**config.mk**
```make
export PLATFORM = sky130hd
export DESIGN_NAME = cdb_arbiter
export DESIGN_NICKNAME = d
export VERILOG_FILES = /design/src/rtl/cdb_arbiter_pkg.sv /design/src/rtl/cdb_fifo.sv /design/src/rtl/cdb_arbiter.sv
export SDC_FILE = /design/constraint.sdc
export NUM_CORES = 1
export LEC_CHECK = 0
export CAP_MARGIN = 20
export CORE_UTILIZATION = 49
export CTS_CLUSTER_SIZE = 40
export DETAILED_ROUTE_END_ITERATION = 7
export GPL_ROUTABILITY_DRIVEN = 0
export PLACE_DENSITY = 0.76
export SETUP_SLACK_MARGIN = 0.3
export SLEW_MARGIN = 25
export SYNTH_ARGS = -nofsm -noshare
export SYNTH_HDL_FRONTEND = slang
export SYNTH_HIERARCHICAL = 1
export SYNTH_SLANG_ARGS = --single-unit
```
**constraint.sdc**
```tcl
create_clock -name clk -period 5.95 [get_ports clk]
set_input_delay 1.785 -clock clk [delete_from_list [all_inputs] [get_ports clk]]
set_output_delay 1.785 -clock clk [all_outputs]
set_load 0.005 [all_outputs]
```
**src/rtl/cdb_arbiter_pkg.sv**
```systemverilog
// cdb_arbiter_pkg: shared types and source selection for the common data bus arbiter.
// Supplies the machine-wide defines (`XLEN, `ROB_SIZE_WIDTH, `CDB_SRC_ALU, `CDB_SRC_LSB)
// when global_params.v has not already provided them.
`ifndef XLEN
`define XLEN 32
`endif
`ifndef ROB_SIZE_WIDTH
`define ROB_SIZE_WIDTH 4
`endif
`ifndef CDB_SRC_ALU
`define CDB_SRC_ALU 0
`endif
`ifndef CDB_SRC_LSB
`define CDB_SRC_LSB 1
`endif

package cdb_arbiter_pkg;

  typedef enum logic {
    SRC_ALU = 1'(`CDB_SRC_ALU),
    SRC_LSB = 1'(`CDB_SRC_LSB)
  } cdb_src_e;

  // One queued result: destination ROB entry plus its value.
  typedef struct packed {
    logic [`ROB_SIZE_WIDTH-1:0] rob_id;
    logic [`XLEN-1:0]           val;
  } cdb_entry_t;

  // Chooses which source is granted, given which queues hold data.
  // Only meaningful when at least one queue is non-empty.
  function automatic cdb_src_e pick_src(input logic alu_ne, input logic lsb_ne,
                                        input cdb_src_e last);
`ifdef CDB_LSB_PRIO_EN
    return lsb_ne ? SRC_LSB : SRC_ALU;
`else
    if (alu_ne && lsb_ne) begin
      // Contest: the source that did not win last time goes next.
      return (last == SRC_ALU) ? SRC_LSB : SRC_ALU;
    end
    return lsb_ne ? SRC_LSB : SRC_ALU;
`endif
  endfunction

endpackage

```
**src/rtl/cdb_fifo.sv**
```systemverilog
// cdb_fifo: per-source result queue, DEPTH entries of cdb_entry_t.
// Ports: clk/rst (sync, active-high), en (global enable, low freezes), flush (empties),
// push/push_dat (enqueue, dropped when full), pop (dequeue head), head_dat, full, empty.
module cdb_fifo
  import cdb_arbiter_pkg::*;
#(
  parameter int DEPTH = 2
) (
  input  logic       clk,
  input  logic       rst,
  input  logic       en,
  input  logic       flush,
  input  logic       push,
  input  cdb_entry_t push_dat,
  input  logic       pop,
  output cdb_entry_t head_dat,
  output logic       full,
  output logic       empty
);

  localparam int PW = (DEPTH > 1) ? $clog2(DEPTH) : 1;
  localparam int CW = $clog2(DEPTH) + 1;

  // Storage is never reset; only the pointers/count define what is valid.
  cdb_entry_t    mem [DEPTH];
  logic [PW-1:0] rd_ptr_q, rd_ptr_d;
  logic [PW-1:0] wr_ptr_q, wr_ptr_d;
  logic [CW-1:0] cnt_q, cnt_d;
  logic          push_ok, pop_ok;

  // Full is taken from the registered count, so a same-cycle pop never makes room.
  assign full     = (cnt_q == CW'(DEPTH));
  assign empty    = (cnt_q == '0);
  assign head_dat = mem[rd_ptr_q];

  always_comb begin
    push_ok  = 1'b0;
    pop_ok   = 1'b0;
    rd_ptr_d = rd_ptr_q;
    wr_ptr_d = wr_ptr_q;
    cnt_d    = cnt_q;
    if (en) begin
      if (flush) begin
        rd_ptr_d = '0;
        wr_ptr_d = '0;
        cnt_d    = '0;
      end else begin
        push_ok = push && !full;
        pop_ok  = pop && !empty;
        if (push_ok) wr_ptr_d = wr_ptr_q + PW'(1);
        if (pop_ok)  rd_ptr_d = rd_ptr_q + PW'(1);
        cnt_d = cnt_q + CW'(push_ok) - CW'(pop_ok);
      end
    end
  end

  always_ff @(posedge clk) begin
    if (rst) begin
      rd_ptr_q <= '0;
      wr_ptr_q <= '0;
      cnt_q    <= '0;
    end else begin
      rd_ptr_q <= rd_ptr_d;
      wr_ptr_q <= wr_ptr_d;
      cnt_q    <= cnt_d;
    end
  end

  always_ff @(posedge clk) begin
    if (push_ok && !rst) mem[wr_ptr_q] <= push_dat;
  end

endmodule

```
**src/rtl/cdb_arbiter.sv**
```systemverilog
// cdb_arbiter: merges ALU and LSB results onto the common data bus, one per cycle.
// Ports: clk, rst (sync, active-high), rdy (low freezes), flush; alu_*/lsb_* result inputs
// with *_full backpressure; cdb_ready/cdb_rob_id/cdb_val registered broadcast.
// Macro CDB_LSB_PRIO_EN: LSB wins every contest instead of round-robin.
module cdb_arbiter
  import cdb_arbiter_pkg::*;
#(
  parameter int FIFO_DEPTH = 2
) (
  input  logic                       clk,
  input  logic                       rst,
  input  logic                       rdy,
  input  logic                       flush,
  input  logic                       alu_ready,
  input  logic [`ROB_SIZE_WIDTH-1:0] alu_rob_id,
  input  logic [`XLEN-1:0]           alu_val,
  input  logic                       lsb_ready,
  input  logic [`ROB_SIZE_WIDTH-1:0] lsb_rob_id,
  input  logic [`XLEN-1:0]           lsb_val,
  output logic                       alu_full,
  output logic                       lsb_full,
  output logic                       cdb_ready,
  output logic [`ROB_SIZE_WIDTH-1:0] cdb_rob_id,
  output logic [`XLEN-1:0]           cdb_val
);

  cdb_entry_t alu_head, lsb_head;
  logic       alu_empty, lsb_empty;
  logic       alu_pop, lsb_pop;
  logic       grant_vld;
  cdb_src_e   grant_src;

  cdb_src_e                   last_grant_q, last_grant_d;
  logic                       cdb_ready_q, cdb_ready_d;
  logic [`ROB_SIZE_WIDTH-1:0] cdb_rob_id_q, cdb_rob_id_d;
  logic [`XLEN-1:0]           cdb_val_q, cdb_val_d;

  cdb_fifo #(.DEPTH(FIFO_DEPTH)) u_alu_fifo (
    .clk      (clk),
    .rst      (rst),
    .en       (rdy),
    .flush    (flush),
    .push     (alu_ready),
    .push_dat ({alu_rob_id, alu_val}),
    .pop      (alu_pop),
    .head_dat (alu_head),
    .full     (alu_full),
    .empty    (alu_empty)
  );

  cdb_fifo #(.DEPTH(FIFO_DEPTH)) u_lsb_fifo (
    .clk      (clk),
    .rst      (rst),
    .en       (rdy),
    .flush    (flush),
    .push     (lsb_ready),
    .push_dat ({lsb_rob_id, lsb_val}),
    .pop      (lsb_pop),
    .head_dat (lsb_head),
    .full     (lsb_full),
    .empty    (lsb_empty)
  );

  always_comb begin
    grant_vld = !alu_empty || !lsb_empty;
    grant_src = pick_src(!alu_empty, !lsb_empty, last_grant_q);
    // The queues themselves ignore pop while frozen or flushing.
    alu_pop   = grant_vld && (grant_src == SRC_ALU);
    lsb_pop   = grant_vld && (grant_src == SRC_LSB);

    last_grant_d = last_grant_q;
    cdb_ready_d  = cdb_ready_q;
    cdb_rob_id_d = cdb_rob_id_q;
    cdb_val_d    = cdb_val_q;
    if (rdy) begin
      if (flush) begin
        cdb_ready_d  = 1'b0;
        last_grant_d = SRC_LSB;
      end else begin
        cdb_ready_d = grant_vld;
        if (grant_vld) begin
          last_grant_d = grant_src;
          if (grant_src == SRC_ALU) begin
            cdb_rob_id_d = alu_head.rob_id;
            cdb_val_d    = alu_head.val;
          end else begin
            cdb_rob_id_d = lsb_head.rob_id;
            cdb_val_d    = lsb_head.val;
          end
        end
      end
    end
  end

  always_ff @(posedge clk) begin
    if (rst) begin
      last_grant_q <= SRC_LSB;
      cdb_ready_q  <= 1'b0;
      cdb_rob_id_q <= '0;
      cdb_val_q    <= '0;
    end else begin
      last_grant_q <= last_grant_d;
      cdb_ready_q  <= cdb_ready_d;
      cdb_rob_id_q <= cdb_rob_id_d;
      cdb_val_q    <= cdb_val_d;
    end
  end

  assign cdb_ready  = cdb_ready_q;
  assign cdb_rob_id = cdb_rob_id_q;
  assign cdb_val    = cdb_val_q;

endmodule

```
==> results of run 1 <==
kinds of logic (layout without fill, tap and decap cells):
family,Yosys count,after routing,share of synthesized area
buffers and inverters,52,166,0.04582
xor gates and xnor gates,2,2,0.002228
adders and majority gates,4,4,0.006365
muxes,72,72,0.1031
DFF,192,192,0.6721
and+or+nand+nor,82,82,0.06858
AOI/OAI and AO/OA,123,123,0.1018
cells in the mapped netlist, drive strengths merged, types with 4 or more instances:
cell type    n  area, um^2
a21oi       39       195.2
nand3b      38       285.3
nor2        10       37.54
buf         31       279.0
ha           4       50.05
nor4b        4       35.03
nand2        8       30.03
inv         10       37.54
clkbuf      11       43.79
edfxtp     144        4324
nor2b        4       27.53
o21ai       38       197.7
a311oi      36       327.8
mux2        72       810.8
dfxtp       48       960.9
nand2b       8       50.05
worst max-delay path, cell delays in order:
cell and delay [ps]:
clkdlybuf4s50_1 820, and2b_4 590, and2_2 810, a311oi_1 230
per-stage QoR:
stage	setup slack (ps)	instance area, um^2	power, W	cells
6_report	1946	9708	0.002778	852
2_1_floorplan	1423	7889	0.001603	527
4_1_cts	1969	9683	0.002785	850
3_3_place_gp	1598	9112	0.001698	818
3_5_place_dp	1510	9112	0.001706	818
5_1_grt	1876	9708	0.002858	852
power by group through the flow:
stage	clock network, W	logic (W)	registers, W
finish	0.00110	0.000201	0.00148
global route	0.00116	0.000216	0.00148
CTS	0.00111	0.000202	0.00148
detailed placement	0	0.000201	0.00151
global placement	0	0.000194	0.00150
floorplan	0	0.000100	0.00150
area by class of cell:
| type | count | area [um^2] | area share |
|---|---|---|---|
| clock buffer | 18 | 429.2 | 0.04421 |
| clock inverter | 14 | 141.4 | 0.01456 |
| inverter | 10 | 37.54 | 0.003866 |
| multi-input combinational | 283 | 2297 | 0.2366 |
| sequential | 192 | 5288 | 0.5447 |
| tap | 211 | 264.0 | 0.02719 |
| timing repair buffer | 124 | 1251 | 0.1289 |
flip-flops by register name, summed over array words and instances (netlist names), named ones only:
signal	cells
u_alu_fifo/mem	72
u_lsb_fifo/mem	72
cdb_val	32
cdb_rob_id	4
u_alu_fifo/cnt_q	2
u_lsb_fifo/cnt_q	2
cdb_ready	1
last_grant_q	1
u_alu_fifo/rd_ptr_q	1
u_alu_fifo/wr_ptr_q	1
u_lsb_fifo/rd_ptr_q	1
u_lsb_fifo/wr_ptr_q	1
routing by layer:
layer | vias to the layer above | global-route usage | part of all wire
li1 | 2242 | - | -
met1 | 2397 | 0.2643 | 0.42
met2 | 164 | 0.3523 | 0.50
met3 | 23 | 0.05322 | 0.062
met4 | 0 | 0.07474 | 0.016
met5 | - | 0 | 0
how the worst min path moves through the flow:
stage / to / slack, ps / start
2_1_floorplan: flop / 490 / u_alu_fifo/rd_ptr_q$_SDFFE_PP0P_
3_3_place_gp: flop / 500 / u_alu_fifo/rd_ptr_q$_SDFFE_PP0P_
3_5_place_dp: cdb_val[1]$_SDFFE_PP0P_ / 520 / cdb_val[1]$_SDFFE_PP0P_
4_1_cts: cdb_val[10]$_SDFFE_PP0P_ / 520 / cdb_val[10]$_SDFFE_PP0P_
5_1_grt: cdb_val[0]$_SDFFE_PP0P_ / 550 / cdb_val[0]$_SDFFE_PP0P_
6_report: cdb_val[10]$_SDFFE_PP0P_ / 520 / cdb_val[10]$_SDFFE_PP0P_
==> impl_metrics.env, run 1 <==
export IMPL_start_point_of_the_critical_path="rdy"
export IMPL_ioPinCount=117
export IMPL_dp_final_hpwl_mm=10.09
export IMPL_layout_commonest_cell="edfxtp_1"
export IMPL_route_detailed_vias_per_inst=5.664
export IMPL_cell_pwr_density_mw_per_mm2=286.1
export IMPL_hold_buffers=0
export IMPL_grt_pass1_wl_mm=25.56
export IMPL_commonest_non_fill_non_tap_cells_in_the_layout="144 x edfxtp_1, 115 x clkdlybuf4s50_1, 72 x mux2_2"
export IMPL_final_util=0.6293
export IMPL_worst_ep_arrival_time_ps=4260
export IMPL_path_clk_slew_ps=70
export IMPL_worst_slew_pin_slew_ps=954.4
export IMPL_post_synth_num_cell_types=36
export IMPL_floorplan_die_width_um=128.7
export IMPL_worstPathMaxFanout=39
export IMPL_design_die_area_mm2=0.01656
export IMPL_first_global_vias=4882
export IMPL_tns_ps=0
export IMPL_timing_final_max_slew_violations=0
export IMPL_hold_slack_ps=518.4
export IMPL_initial_core_util=0.5097
export IMPL_detailedRoute_firstIterationViolations=430
export IMPL_drt_wirelength_per_cell_um=19.48
export IMPL_io_buffer_count=116
export IMPL_final_setup_viol_count=0
export IMPL_die_h_um=128.7
export IMPL_synth_edf_count=144
export IMPL_initial_antenna_violation_count=0
export IMPL_r2r_startpoint="u_lsb_fifo/cnt_q[1]$_SDFFE_PP0P_"
export IMPL_hp_class="flop to flop"
export IMPL_worst_ep_required_time_ps=6210
export IMPL_detail_route_wirelength_mm=16.60
export IMPL_cts_post_setup_buffers_inserted=0
export IMPL_synth_async_sr_flop_share=0
export IMPL_synth_seq_cells=192
export IMPL_psw_w=0.0005969
export IMPL_nets=710
export IMPL_worstHoldPathCells=2
export IMPL_drtAntennaViolNets=0
export IMPL_power_switching_share=0.2149
export IMPL_vdd_ir_drop_max_mv=0.2368
export IMPL_post_synth_net_total=609
export IMPL_unrepaired_setup_endpoints_after_global_routing="no"
export IMPL_globalRoute_totalOverflow=0
export IMPL_post_synth_instance_area_mm2=0.007864
export IMPL_cell_internal_pwr_w=0.002181
export IMPL_achievable_frequency_mhz=249.8
export IMPL_postSynthAreaPerCell_um2=14.92
export IMPL_internal_reg_to_reg_setup_slack_ps=3020
export IMPL_detailedRoute_firstPassIterationCount=4
export IMPL_max_cap_violations=0
export IMPL_worst_clock_skew_ps=6.229
export IMPL_final_min_period_ps=4004
export IMPL_n_fill_cell=1163
export IMPL_clock_latency_ps=430
export IMPL_ctsRootBufferMaster="clkbuf_16"
export IMPL_worst_setup_path_start_kind="input pin"
export IMPL_antennaDiodeCount=0
export IMPL_num_vias=4826
export IMPL_core_mm2=0.01543
export IMPL_rr_worst_depth=5
export IMPL_cts_sinks=192
export IMPL_timing_setup_critical_path_class="input pin to flop"
export IMPL_synth_seq_area_share=0.6721
export IMPL_drc_viols=0
export IMPL_dominant_register_cell_in_the_synthesized_netlist="edfxtp_1"
export IMPL_post_route_period_util=0.6729
export IMPL_worst_setup_path_end_kind="flop"
export IMPL_clk_path_buf_depth=2
export IMPL_grt_usage=0.2099
export IMPL_largest_net_degree_at_the_start_of_global_routing=77
export IMPL_leakage_nw=3.087
export IMPL_fp_row_count=45
export IMPL_post_synthesis_instance_total=527
export IMPL_hold_viol=0
export IMPL_postCtsResizedCells=0
export IMPL_area_overhead_of_the_layout_relative_to_synthesis_pct=23.45
export IMPL_cts_buffers_inserted=17
export IMPL_clock_tree_htree_level_count=4
export IMPL_timing_endpoint_of_the_critical_path="cdb_val[29]$_SDFFE_PP0P_"
export IMPL_share_of_total_power_in_the_clock_network=0.396
export IMPL_relSlewSlack=0.3637
export IMPL_tritoncts="built"
export IMPL_outcome="finished clean"
export IMPL_fraction_of_final_layout_cells_sized_beyond_drive_strength_1=0.1997
export IMPL_comb_power_share=0.073
export IMPL_pwr_share_seq=0.531
export IMPL_r2r_end="cdb_val[29]$_SDFFE_PP0P_"
export IMPL_count_of_synthesis_stage_warnings_from_yosys=6
Note: power is estimated with default switching activity, not from simulation.
==> run 2: changes to the inputs <==
- CORE_UTILIZATION: 49 -> 54
- PLACE_DENSITY: 0.76 -> 0.8
- clock period: 5.95 -> 3.9 ns (I/O delays scaled with it)
==> impl_metrics.env, run 2 (synthesis results as in run 1) <==
export IMPL_cts_buffers_inserted=17
export IMPL_commonest_non_fill_non_tap_cells_in_the_layout="144 x edfxtp_1, 115 x clkdlybuf4s50_1, 72 x mux2_2"
export IMPL_initial_core_util=0.5600
export IMPL_post_route_period_util=0.7200
export IMPL_drtAntennaViolNets=0
export IMPL_fraction_of_final_layout_cells_sized_beyond_drive_strength_1=0.1981
export IMPL_die_h_um=122.7
export IMPL_cts_post_setup_buffers_inserted=0
export IMPL_postPlaceCellArea_mm2=0.009087
export IMPL_timing_final_max_slew_violations=0
export IMPL_initial_antenna_violation_count=0
export IMPL_multiInputGateArea_mm2=0.002286
export IMPL_stdcell_area_mm2=0.009718
export IMPL_internal_reg_to_reg_setup_slack_ps=1720
export IMPL_design_die_area_mm2=0.01505
export IMPL_clock_latency_ps=430
export IMPL_cts_sinks=192
export IMPL_detailedRoute_firstPassIterationCount=5
export IMPL_io_buffer_count=116
export IMPL_path_clk_slew_ps=70
export IMPL_vdd_ir_drop_max_mv=0.3160
export IMPL_relSlewSlack=0.3974
export IMPL_hold_slack_ps=522.5
export IMPL_leakage_nw=3.122
export IMPL_core_mm2=0.01404
export IMPL_hold_buffers=0
export IMPL_worst_slew_pin_slew_ps=904.0
export IMPL_detail_route_wirelength_mm=16.67
export IMPL_max_cap_violations=0
export IMPL_ioPinCount=117
export IMPL_layout_commonest_cell="edfxtp_1"
export IMPL_tritoncts="built"
export IMPL_antennaDiodeCount=0
export IMPL_ctsRootBufferMaster="clkbuf_16"
export IMPL_first_global_vias=4747
export IMPL_area_overhead_of_the_layout_relative_to_synthesis_pct=23.58
export IMPL_worst_ep_required_time_ps=2730
export IMPL_nets=715
export IMPL_instances_no_fill=826
export IMPL_seqCellArea_mm2=0.005285
export IMPL_grt_usage=0.2320
export IMPL_worst_setup_path_end_kind="output pin"
export IMPL_route_detailed_vias_per_inst=5.886
export IMPL_postCtsResizedCells=0
export IMPL_grt_pass1_wl_mm=25.42
export IMPL_final_setup_viol_count=0
export IMPL_final_min_period_ps=2808
export IMPL_floorplan_die_width_um=122.7
export IMPL_unrepaired_setup_endpoints_after_global_routing="no"
export IMPL_clock_tree_htree_level_count=4
export IMPL_timing_setup_critical_path_class="flop to output pin"
export IMPL_clk_path_buf_depth=2
export IMPL_placement_setup_worst_slack_ps=702.8
export IMPL_dp_final_hpwl_mm=11.21
export IMPL_n_fill_cell=922
export IMPL_hold_viol=0
export IMPL_worst_ep_arrival_time_ps=1640
export IMPL_detailedRoute_firstIterationViolations=540
export IMPL_drc_viols=0
export IMPL_outcome="finished clean"
export IMPL_worst_setup_path_start_kind="flop"
export IMPL_largest_net_degree_at_the_start_of_global_routing=75
export IMPL_post_place_cells=794
export IMPL_worstPathMaxFanout=6
export IMPL_worst_slack_ps=1092
export IMPL_hp_class="flop to flop"
export IMPL_tns_ps=0
export IMPL_worst_clock_skew_ps=7.118
export IMPL_cell_pwr_density_mw_per_mm2=447.9
export IMPL_achievable_frequency_mhz=356.1
export IMPL_num_vias=4862
export IMPL_fp_row_count=43
export IMPL_globalRoute_totalOverflow=0
export IMPL_drt_wirelength_per_cell_um=20.18
==> run 2: path summary, 6_finish.rpt <==
kind | cells past startpoint | endpoint | from
hold reg to reg | 2 | cdb_val[26]$_SDFFE_PP0P_ | cdb_val[26]$_SDFFE_PP0P_
setup / recovery | 3 | lsb_full | u_lsb_fifo/cnt_q[1]$_SDFFE_PP0P_
hold / removal | 2 | cdb_val[26]$_SDFFE_PP0P_ | cdb_val[26]$_SDFFE_PP0P_
setup reg to reg | 5 | cdb_rob_id[3]$_SDFFE_PP0P_ | u_alu_fifo/cnt_q[0]$_SDFFE_PP0P_
==> run 2: critical path: stages (launching register included) <==
cell and delay [ps]:
dfxtp_1 470, nand2b_1 150, inv_1 100, clkdlybuf4s50_1 500
==> run 2: per-stage QoR <==
stage,total power (W),utilization
after global routing,0.004475,0.6921
after detailed placement,0.002602,0.6472
after CTS,0.004376,0.6919
final,0.004352,0.6921
after floorplan,0.002445,-
after global placement,0.002589,0.6472
==> run 2: power breakdown <==
part | switching (W) | internal (W) | leakage [nW]
clock | 0.000731 | 0.00106 | 0.297
combinational | 0.000151 | 0.000157 | 1.13
sequential | 0.0000218 | 0.00223 | 1.69
total | 0.000904 | 0.00345 | 3.12
==> run 2: routing by layer <==
metal	GRT usage	vias to the layer above	routed length [um]
met5	0	-	0
met4	0.1059	0	408
met3	0.04368	27	1181
met2	0.3518	211	7764
met1	0.3250	2371	7314
li1	-	2253	-
==> run 2: layout make-up <==
class / count / share of cell area
clock buffers: 21 / 0.05189
repair buffers: 129 / 0.1293
well taps: 180 / 0.02317
flip-flops and latches: 192 / 0.5438
inverters: 10 / 0.003862
multi-input cells: 283 / 0.2352
clock inverters: 11 / 0.01275
==> run 3: changes to the inputs <==
- clock period: 3.9 -> 2.65 ns (I/O delays scaled with it)
==> impl_metrics.env, run 3 (synthesis results as in run 1) <==
export IMPL_worst_ep_arrival_time_ps=1490
export IMPL_drt_wirelength_per_cell_um=20.06
export IMPL_cts_sinks=192
export IMPL_post_route_period_util=0.8623
export IMPL_outcome="finished clean"
export IMPL_detail_route_wirelength_mm=16.61
export IMPL_area_overhead_of_the_layout_relative_to_synthesis_pct=23.96
export IMPL_antennaDiodeCount=0
export IMPL_ioPinCount=117
export IMPL_postPlaceCellArea_mm2=0.009198
export IMPL_timing_final_max_slew_violations=0
export IMPL_relSlewSlack=0.6264
export IMPL_hold_viol=0
export IMPL_vdd_ir_drop_max_mv=0.4201
export IMPL_die_h_um=122.7
export IMPL_cts_buffers_inserted=17
export IMPL_final_min_period_ps=2285
export IMPL_globalRoute_totalOverflow=0
export IMPL_ctsRootBufferMaster="clkbuf_16"
export IMPL_initial_antenna_violation_count=0
export IMPL_clock_tree_htree_level_count=4
export IMPL_drtAntennaViolNets=0
export IMPL_fraction_of_final_layout_cells_sized_beyond_drive_strength_1=0.2083
export IMPL_achievable_frequency_mhz=437.6
export IMPL_worst_slew_pin_slew_ps=560.3
export IMPL_detailedRoute_firstIterationViolations=456
export IMPL_internal_reg_to_reg_setup_slack_ps=500
export IMPL_clk_path_buf_depth=2
export IMPL_commonest_non_fill_non_tap_cells_in_the_layout="144 x edfxtp_1, 115 x clkdlybuf4s50_1, 72 x mux2_2"
export IMPL_worst_setup_path_end_kind="output pin"
export IMPL_clock_latency_ps=430
export IMPL_worst_clock_skew_ps=7.971
export IMPL_post_place_cells=796
export IMPL_worst_setup_path_start_kind="flop"
export IMPL_io_buffer_count=116
export IMPL_stdcell_area_mm2=0.009748
export IMPL_num_vias=4873
export IMPL_detailedRoute_firstPassIterationCount=4
export IMPL_final_setup_viol_count=0
export IMPL_hp_class="flop to flop"
export IMPL_route_detailed_vias_per_inst=5.885
export IMPL_path_clk_slew_ps=60
export IMPL_floorplan_die_width_um=122.7
export IMPL_initial_core_util=0.5600
export IMPL_leakage_nw=3.124
export IMPL_largest_net_degree_at_the_start_of_global_routing=75
export IMPL_first_global_vias=4638
export IMPL_worst_ep_required_time_ps=1860
export IMPL_drc_viols=0
export IMPL_tns_ps=0
export IMPL_unrepaired_setup_endpoints_after_global_routing="no"
export IMPL_design_die_area_mm2=0.01505
export IMPL_max_cap_violations=0
export IMPL_cell_pwr_density_mw_per_mm2=624.0
export IMPL_dp_final_hpwl_mm=11.13
export IMPL_grt_pass1_wl_mm=25.19
export IMPL_instances_no_fill=828
export IMPL_timing_setup_critical_path_class="flop to output pin"
export IMPL_worstPathMaxFanout=4
export IMPL_final_util=0.6942
export IMPL_n_fill_cell=927
export IMPL_layout_commonest_cell="edfxtp_1"
export IMPL_nets=717
export IMPL_core_mm2=0.01404
export IMPL_grt_usage=0.2296
export IMPL_hold_slack_ps=529.4
export IMPL_fp_row_count=43
export IMPL_tritoncts="built"
## run 3: cell types whose count changed in the layout (fill, tap and decap cells not counted), moves of 2 or more
cell	before	now
clkinvlp_4	4	2
buf_12	0	6
clkbuf_16	20	17
nand2b_1	8	4
clkinv_2	2	4
buf_4	14	9
nand2b_4	0	4
dfxtp_2	0	4
nand2_1	8	6
clkbuf_1	1	3
dfxtp_1	48	44
clkinv_1	0	3
nand2_2	0	2
## run 3: final cells by class
class | instances | area [um^2] | share of cell area
inverter | 10 | 37.54 | 0.003851
timing repair buffer | 131 | 1344 | 0.1379
clock inverter | 12 | 93.84 | 0.009626
multi-input combinational | 283 | 2321 | 0.2381
tap | 180 | 225.2 | 0.02310
clock buffer | 20 | 436.7 | 0.04480
sequential | 192 | 5290 | 0.5427
## run 3: metrics by stage
stage                     worst slack (ps)  power, W
final                                365.0  0.006083
after global routing                 311.2  0.006284
after CTS                            300.0  0.006127
after detailed placement             66.79  0.003840
after global placement               108.7  0.003821
after floorplan                      3.403  0.003611
## run 3: worst max-delay path, cell delays in order (launching register included)
cell and delay (ps):
dfxtp_2 350, nand2b_4 150, inv_1 70, clkdlybuf4s50_1 500
## run 3: metal layers
layer / routed length (um) / vias to the layer above / track usage
met4: 482 / 0 / 0.1067
met5: 0 / - / 0
met2: 7619 / 200 / 0.3374
met1: 7517 / 2373 / 0.3308
li1: - / 2268 / -
met3: 994 / 32 / 0.04322
## run 3: what timing repair did
action / CTS / global route
resized for setup: 4 / 2
hold buffers: 0 / 0
buffers inserted: 0 / 0
cloned: 0 / 0
endpoints found under the setup margin: 2 / 2
## run 3: final timing paths
check / startpoint / to / depth (start not counted)
min reg2reg: cdb_val[8]$_SDFFE_PP0P_ / cdb_val[8]$_SDFFE_PP0P_ / 2
max: u_lsb_fifo/cnt_q[0]$_SDFFE_PP0P_ / lsb_full / 3
min: cdb_val[8]$_SDFFE_PP0P_ / cdb_val[8]$_SDFFE_PP0P_ / 2
max reg2reg: u_alu_fifo/cnt_q[1]$_SDFFE_PP0P_ / u_lsb_fifo/cnt_q[1]$_SDFFE_PP0P_ / 11
## run 3: power by group
| part | total, W | switching [W] | internal [W] |
|---|---|---|---|
| clock network | 0.00230 | 0.00102 | 0.00128 |
| registers | 0.00332 | 0.0000317 | 0.00329 |
| logic | 0.000466 | 0.000224 | 0.000242 |
